<file path="config.mk">
export PLATFORM = sky130hd
export DESIGN_NAME = mem_arbiter
export DESIGN_NICKNAME = d
export VERILOG_FILES = /design/src/rtl/mem_arb_pkg.sv /design/src/rtl/arb_wait_counter.sv /design/src/rtl/mem_arbiter.sv
export SDC_FILE = /design/constraint.sdc
export NUM_CORES = 1
export LEC_CHECK = 0
export ABC_AREA = 1
export CORE_MARGIN = 5
export CORE_UTILIZATION = 42
export DETAILED_ROUTE_END_ITERATION = 10
export PLACE_DENSITY = 0.92
export SLEW_MARGIN = 20
export SYNTH_ARGS = -nofsm -noshare
export SYNTH_HDL_FRONTEND = slang
export SYNTH_SLANG_ARGS = --single-unit
</file>
<file path="constraint.sdc">
create_clock -name clk -period 1.8 [get_ports clk]
set_input_delay 0.45 -clock clk [delete_from_list [all_inputs] [get_ports clk]]
set_output_delay 0.45 -clock clk [all_outputs]
set_load 0.02 [all_outputs]
</file>
<file path="src/rtl/mem_arb_pkg.sv">
// Shared encodings for the two-port memory arbiter: FSM states, port ids
// and the instruction word returned when a fetch times out.
package mem_arb_pkg;

    typedef enum logic [1:0] {
        ST_IDLE   = 2'd0,
        ST_BUSY_I = 2'd1,
        ST_BUSY_D = 2'd2
    } arb_state_t;

    localparam logic PORT_I = 1'b0;
    localparam logic PORT_D = 1'b1;

    localparam logic [31:0] NOP_INSN = 32'h0000_0013;

endpackage

</file>
<file path="src/rtl/arb_wait_counter.sv">
// Cycle counter bounding how long a granted access may wait for mem_ready.
// o_tc is asserted while the count sits at TIMEOUT-1.
module arb_wait_counter #(
    parameter int TIMEOUT = 64
) (
    input  logic clk,
    input  logic rst,
    input  logic i_clr,
    input  logic i_inc,
    output logic o_tc
);

    localparam int CW = (TIMEOUT > 2) ? $clog2(TIMEOUT) : 1;
    localparam logic [CW-1:0] TC_VAL = CW'(TIMEOUT - 1);

    logic [CW-1:0] r_cnt;
    logic          w_tc;

    assign w_tc = (r_cnt == TC_VAL);
    assign o_tc = w_tc;

    always_ff @(posedge clk or negedge rst) begin
        if (!rst) begin
            r_cnt <= '0;
        end else if (i_clr) begin
            r_cnt <= '0;
        end else if (i_inc && !w_tc) begin
            r_cnt <= r_cnt + 1'b1;
        end
    end

endmodule

</file>
<file path="src/rtl/mem_arbiter.sv">
// Serialises fetch and data-stage requests onto one single-ported memory,
// with round-robin tie-break, fetch discard on redirect, and a wait timeout.
module mem_arbiter
    import mem_arb_pkg::*;
#(
    parameter int ADDR_W  = 32,
    parameter int DATA_W  = 32,
    parameter int TIMEOUT = 64
) (
    input  logic              clk,
    input  logic              rst,
    input  logic              i_req,
    input  logic [ADDR_W-1:0] i_addr,
    input  logic              i_flush,
    output logic              i_ready,
    output logic [DATA_W-1:0] i_rdata,
    input  logic              d_req,
    input  logic              d_wr,
    input  logic [ADDR_W-1:0] d_addr,
    input  logic [DATA_W-1:0] d_wdata,
    output logic              d_ready,
    output logic [DATA_W-1:0] d_rdata,
    output logic              mem_req,
    output logic              mem_wr,
    output logic [ADDR_W-1:0] mem_addr,
    output logic [DATA_W-1:0] mem_wdata,
    input  logic [DATA_W-1:0] mem_rdata,
    input  logic              mem_ready,
    output logic              err
);

    arb_state_t        r_state;
    logic              r_last;
    logic              r_drop;
    logic              r_i_ready;
    logic [DATA_W-1:0] r_i_rdata;
    logic              r_d_ready;
    logic [DATA_W-1:0] r_d_rdata;
    logic              r_mem_req;
    logic              r_mem_wr;
    logic [ADDR_W-1:0] r_mem_addr;
    logic [DATA_W-1:0] r_mem_wdata;
    logic              r_err;

    logic w_busy;
    logic w_tc;
    logic w_done;
    logic w_grant_d;
    logic w_discard;

    assign w_busy    = (r_state != ST_IDLE);
    assign w_done    = mem_ready || w_tc;
    assign w_grant_d = d_req && (!i_req || (r_last == PORT_I));
    // A flush arriving in the completion cycle itself must also discard.
    assign w_discard = r_drop || i_flush;

    arb_wait_counter #(
        .TIMEOUT (TIMEOUT)
    ) u_wait_counter (
        .clk   (clk),
        .rst   (rst),
        .i_clr (!w_busy),
        .i_inc (w_busy && !mem_ready),
        .o_tc  (w_tc)
    );

    // Redirect in the pulse cycle hides a fetch the pipeline no longer wants.
    assign i_ready   = r_i_ready && !i_flush;
    assign i_rdata   = r_i_rdata;
    assign d_ready   = r_d_ready;
    assign d_rdata   = r_d_rdata;
    assign mem_req   = r_mem_req;
    assign mem_wr    = r_mem_wr;
    assign mem_addr  = r_mem_addr;
    assign mem_wdata = r_mem_wdata;
    assign err       = r_err;

    always_ff @(posedge clk or negedge rst) begin
        if (!rst) begin
            r_state     <= ST_IDLE;
            r_last      <= PORT_I;
            r_drop      <= 1'b0;
            r_i_ready   <= 1'b0;
            r_i_rdata   <= '0;
            r_d_ready   <= 1'b0;
            r_d_rdata   <= '0;
            r_mem_req   <= 1'b0;
            r_mem_wr    <= 1'b0;
            r_mem_addr  <= '0;
            r_mem_wdata <= '0;
            r_err       <= 1'b0;
        end else begin
            r_i_ready <= 1'b0;
            r_d_ready <= 1'b0;
            case (r_state)
                ST_IDLE: begin
                    r_drop <= 1'b0;
                    if (w_grant_d) begin
                        r_state     <= ST_BUSY_D;
                        r_last      <= PORT_D;
                        r_mem_req   <= 1'b1;
                        r_mem_wr    <= d_wr;
                        r_mem_addr  <= d_addr;
                        r_mem_wdata <= d_wdata;
                    end else if (i_req) begin
                        r_state     <= ST_BUSY_I;
                        r_last      <= PORT_I;
                        r_mem_req   <= 1'b1;
                        r_mem_wr    <= 1'b0;
                        r_mem_addr  <= i_addr;
                        r_mem_wdata <= '0;
                    end
                end
                ST_BUSY_I: begin
                    if (i_flush) begin
                        r_drop <= 1'b1;
                    end
                    if (w_done) begin
                        r_state   <= ST_IDLE;
                        r_mem_req <= 1'b0;
                        r_drop    <= 1'b0;
                        if (!mem_ready) begin
                            r_err <= 1'b1;
                        end
                        if (!w_discard) begin
                            r_i_ready <= 1'b1;
                            r_i_rdata <= mem_ready ? mem_rdata : DATA_W'(NOP_INSN);
                        end
                    end
                end
                ST_BUSY_D: begin
                    if (w_done) begin
                        r_state   <= ST_IDLE;
                        r_mem_req <= 1'b0;
                        r_d_ready <= 1'b1;
                        r_d_rdata <= mem_ready ? mem_rdata : '0;
                        if (!mem_ready) begin
                            r_err <= 1'b1;
                        end
                    end
                end
                default: begin
                    r_state   <= ST_IDLE;
                    r_mem_req <= 1'b0;
                end
            endcase
        end
    end

endmodule

</file>
* Yosys cells after proc, flatten, opt, wreduce, memory -nomap -nowiden
Cells that the tools add are included.
** Storage, ports and cells
- Register bits after elaboration :: 143
- Bits in latches :: 0
- RAM bits :: 0
- Memory bits (read-only) :: 0
- Bits of input ports :: 135
- Output and inout port bits :: 133
- Memories kept :: 0
** Operators by class
- Add/sub/neg operators :: 1
- Multipliers :: 0
- Div/mod/pow operators :: 0
- Magnitude comparators :: 0
- Eq/ne operators :: 7
- Shift operators :: 0
- Mux-type cells :: 27
- Bitwise logic cells :: 3
- Reduce and logical (&&, ||, !) cells :: 22
** Operators with widths (count)
- 2-to-1 mux 32 bit :: 6
- 2-to-1 mux 1 bit :: 13
- 2-to-1 mux 6 bit :: 2
- AND reduction 2 bit :: 4
- adder 6 x 1 -> 6 bit, second input constant :: 1
- == test 6 bit, second input constant :: 1
- 2-to-1 mux 2 bit :: 3
- != test 3 bit, second input constant :: 2
- AND reduction 3 bit :: 2
- nonzero test 2 bit :: 3
- logical AND 1 bit :: 4
- logical NOT 1 bit :: 4
- != test 2 x 1 -> 1 bit, second input constant :: 2
- one-hot mux 1 bit (2 select lines) :: 2
- one-hot mux 2 bit (2 select lines) :: 1
- logical OR 1 bit :: 3
- inverter 1 bit :: 3
- == test 2 x 1 -> 1 bit, second input constant :: 1
- == test 2 bit, second input constant :: 1
- logical NOT 2 bit :: 1
- OR reduction 2 bit :: 1

* Longest topological paths before layout
Gate-level depths: netlist of run 1.
- Depth in word-level cells :: 5
- Mapped depth :: 9
- Gate-level depth less buffers :: 8

* Cells and area by module
Synthesis of run 1 repeated with hierarchy kept, for this count alone.
** Unflattened totals
- Cell total of the unflattened synthesis :: 789
- Area total of the unflattened synthesis :: 6454.9 µm²
** Modules (own cells, without submodules)
- mem_arbiter :: instances 1, cells each 736, area each 6055.8 µm², seq. area each 3428.3 µm²
- arb_wait_counter :: instances 1, cells each 53, area each 399.1 µm², seq. area each 150.1 µm²

* Worst setup path before layout of run 1
No wires, ideal clock.
- Path type :: register to register
- Start point :: reg r_state[0]
- End point :: reg r_mem_wdata[10] (netlist: mem_wdata[10])
- Arrival time :: 1370 ps
- Data required time :: 1717 ps
- Slack :: 347 ps
- Cell stages (with the launch flop) :: 9
- Path buffers :: 2
- Cells stage by stage :: dfrtp_1 > inv_1 > ha_1 > inv_1 > buf_2 > nor2_2 > buf_2 > nand2_1 > o21ai_0
** Between the ends
- Longest elaborated chain between the ends :: 2
** RTL lines
- start: declaration :: line mem_arbiter.sv:32 : arb_state_t r_state;
- start signal: assignment :: line mem_arbiter.sv:80 : r_state <= ST_IDLE;
- start signal: assignment :: line mem_arbiter.sv:99 : r_state <= ST_BUSY_D;
- start signal: assignment :: line mem_arbiter.sv:106 : r_state <= ST_BUSY_I;
- logical NOT 2 bit :: line mem_arbiter.sv:95 : case (r_state)
- AND reduction 2 bit (no line)
- end signal: assignment :: line mem_arbiter.sv:104 : r_mem_wdata <= d_wdata;
- end: declaration :: line mem_arbiter.sv:42 : logic [DATA_W-1:0] r_mem_wdata;
No other way between the ends.
A chain may end at the register's enable or synchronous reset.

* Worst setup path after layout of run 1
- Start point :: in i_flush
- End point :: out i_ready
** Between the ends
- Longest elaborated chain between the ends :: 2
** RTL lines
- start: declaration :: line mem_arbiter.sv:14 : input logic i_flush,
- logical NOT 1 bit :: line mem_arbiter.sv:68 : assign i_ready = r_i_ready && !i_flush;
- logical AND 1 bit :: line mem_arbiter.sv:68
- end: declaration :: line mem_arbiter.sv:15 : output logic i_ready,
No other way between the ends.

==> flow_metrics.env, run 1 <==
export IMPL_synth_top_area_share=0.5882
export IMPL_die_y_um=130.4
export IMPL_synth_async_reset_ratio=1.000
export IMPL_antenna_cells=0
export IMPL_crit_path_top_delay_cell="clkdlybuf4s50_1"
export IMPL_antenna_found_initial=0
export IMPL_setup_viol=0
export IMPL_rsz0062_at_grt="no"
export IMPL_fill_cells=1138
export IMPL_worstMarginPinSlew_ns=0.4232
export IMPL_fin_crit_ns=1.754
export IMPL_max_slew_margin=0.7179
export IMPL_crit_type="primary input to primary output"
export IMPL_yosysSeqAreaShare=0.5882
export IMPL_finalHoldViolCount=0
export IMPL_wire_per_inst_um=16.59
export IMPL_die_area_um2=16990
export IMPL_p_total_w=0.01640
export IMPL_grt_max_degree=69
export IMPL_ant_nets=0
export IMPL_startpoint_type="primary input"
export IMPL_crit_chain="clkdlybuf4s50_1, nor2_1, dlygate4sd2_1"
export IMPL_switchingPower_w=0.006821
export IMPL_placed_cell_area_um2=9040
export IMPL_ios=268
export IMPL_drt_iter0_drc=381
export IMPL_cts_root_buf="clkbuf_16"
export IMPL_drive_gt1_frac=0.06797
export IMPL_hpwl_um=13570
export IMPL_path_max_fanout=2
export IMPL_die_w_um=130.4
export IMPL_final_max_slew_violation_count=0
export IMPL_outcome="finished clean"
export IMPL_routed_wl_um=19160
export IMPL_num_vias=5810
export IMPL_hp_class="flip-flop to flip-flop"
export IMPL_end_kind="primary output"
export IMPL_cts_sinks=143
export IMPL_pwr_share_comb=0.454
export IMPL_crit_arrival_ns=1.30
export IMPL_multi_input_area_um2=2068
export IMPL_finalSetupTns_ns=0
export IMPL_nNetsFinal=1097
export IMPL_ys_top_cells_by_area="dfrtp_1, nand2_1, nand4_1, a31oi_1, inv_1"
export IMPL_path_clk_slew_ns=0.06
export IMPL_swShare=0.4159
export IMPL_final_core_util=0.6610
export IMPL_syn_cell_area_um2=6083
export IMPL_grtUsageTotal=0.2198
export IMPL_synth_nets=831
export IMPL_synth_edf_count=0
export IMPL_drtPass1Iterations=4
export IMPL_pwr_density_cell_nw_per_um2=1727
export IMPL_period_share=0.9746
export IMPL_synth_ff_latch_count=143
export IMPL_synthFlopType="dfrtp_1"
export IMPL_p_leak_nw=4.770
export IMPL_slowest_delay_ns=0.42
export IMPL_gr_total_overflow=0
export IMPL_pwr_share_seq=0.333
export IMPL_avgSynthCellArea_um2=8.791
export IMPL_io_buffers=267
export IMPL_worstPathRequired_ns=1.35
export IMPL_internal_power_w=0.009582
export IMPL_synth_cell_type_count=22
export IMPL_fmax_mhz=570.1
export IMPL_pwr_share_clk=0.212
export IMPL_final_seq_area_um2=3578
export IMPL_drc=0
export IMPL_grt_pass1_wl_um=28940
export IMPL_h_tree_depth=4
export IMPL_gp_congestion=0.8633
export IMPL_synth_area_leader_cell="dfrtp_1"
export IMPL_clock_latency_ns=0.42
export IMPL_numCtsBuffers=17
export IMPL_cts_max_path_buffers=2
export IMPL_peakVddDrop_uv=940.5
export IMPL_area_delta_synth_final_pct=56.13
export IMPL_cts_tree="done"
export IMPL_synthCells=692
export IMPL_yosysWarnings=0
export IMPL_postLayoutCellArea_um2=9498
export IMPL_start_util=0.4234
export IMPL_coreArea_um2=14370
export IMPL_cap_violations=0
export IMPL_rows=44
export IMPL_grt_pass1_vias=5723
export IMPL_viasPerCell=5.030
export IMPL_finalClockSkew_ns=0.01002
-- cells in the mapped netlist, types with 2 or more instances --
library cell and n:
clkbuf_1 20, dfrtp_1 143, nand2_1 246, nor2_1 43, nand4_1 35, or2_2 4
buf_2 16, a21oi_1 3, buf_4 2, a31oi_1 32, nand3_1 38, buf_6 6
o21ai_0 39, inv_1 53, nor2_2 2, ha_1 4
-- final timing paths --
path	startpoint	endpoint	slack [ns]	cells after the start
setup / recovery	i_flush	i_ready	0.05	3
hold / removal	err	err	0.46	1
setup reg to reg	r_state[0]	mem_addr[1]	0.11	8
hold reg to reg	err	err	0.46	1
max in group asynchronous	rst	mem_wdata[31]	0.74	3
min in group asynchronous	rst	d_rdata[3]	0.50	2
-- critical path: cells and delay by family --
kind	cells	cell delay, ns
buf+inv	2	0.75
simple gates	1	0.10
-- per-stage QoR --
stage / cells / hold slack, ns / setup WS, ns
after detailed placement: 1120 / 0.3622 / -0.2281
after floorplan: 692 / 0.1544 / 0.3469
after global placement: 1120 / 0.3561 / -0.2452
after CTS: 1153 / 0.4690 / 0.03943
final: 1155 / 0.4608 / 0.04577
after global routing: 1155 / 0.4837 / 0.0001419
-- timing repair --
item / in CTS / in global routing
hold buffers: 1 / 0
cloned: 0 / 1
resized for setup: 133 / 0
setup buffers: 0 / 1
endpoints found under the hold margin: 27 / 0
endpoints found under the setup margin: 133 / 3
-- power groups by stage --
stage / logic [W] / clock network, W / registers, W
2_1_floorplan: 0.00243 / 0 / 0.00719
3_5_place_dp: 0.00838 / 0 / 0.00555
5_1_grt: 0.00810 / 0.00367 / 0.00565
3_3_place_gp: 0.00815 / 0 / 0.00549
4_1_cts: 0.00742 / 0.00353 / 0.00547
6_report: 0.00745 / 0.00348 / 0.00547
-- metal layers --
| layer | GRT usage | share of wire | up-vias |
|---|---|---|---|
| met5 | 0 | 0 | - |
| met4 | 0.08832 | 0.027 | 0 |
| met3 | 0.08678 | 0.12 | 37 |
| met2 | 0.3624 | 0.48 | 295 |
| met1 | 0.2580 | 0.38 | 2705 |
| li1 | - | - | 2773 |
-- layout make-up --
class / instances / area share
sequential: 143 / 0.3768
timing repair buffer: 291 / 0.2990
clock buffer: 20 / 0.04703
inverter: 53 / 0.02095
tap: 184 / 0.02424
multi-input combinational: 452 / 0.2178
clock inverter: 12 / 0.01423
-- kinds of logic after synthesis --
logic type / share of synthesized area
and+or+nand+nor: 0.2573
AOI/OAI and AO/OA: 0.07446
DFF: 0.5882
buffers and inverters: 0.07178
adders and majority gates: 0.008227
-- state kept, by name, indices dropped and copies added, names as in the netlist --
register	count
d_rdata	32
i_rdata	32
mem_addr	32
mem_wdata	32
u_wait_counter.r_cnt	6
r_state	2
d_ready	1
err	1
mem_req	1
mem_wr	1
r_drop	1
r_i_ready	1
r_last	1
-- cell usage in the layout, fill, tap and decap left out, types with 11 or more instances in the layout --
master,netlist,routed
nand4_1,35,35
dlygate4sd2_1,0,133
buf_12,0,11
clkbuf_16,0,18
a31oi_1,32,32
clkdlybuf4s50_1,0,132
nand3_1,38,38
o21ai_0,39,39
nand2_1,246,246
dfrtp_1,143,143
buf_4,2,11
nor2_1,43,43
inv_1,53,53
(Power assumes the default switching activity.)
==> run 2: changes to the inputs <==
SLEW_MARGIN = unset   (was 20)
==> results of run 2 <==
Same layout as run 1: the final DEF is identical, and so are final timing and power.
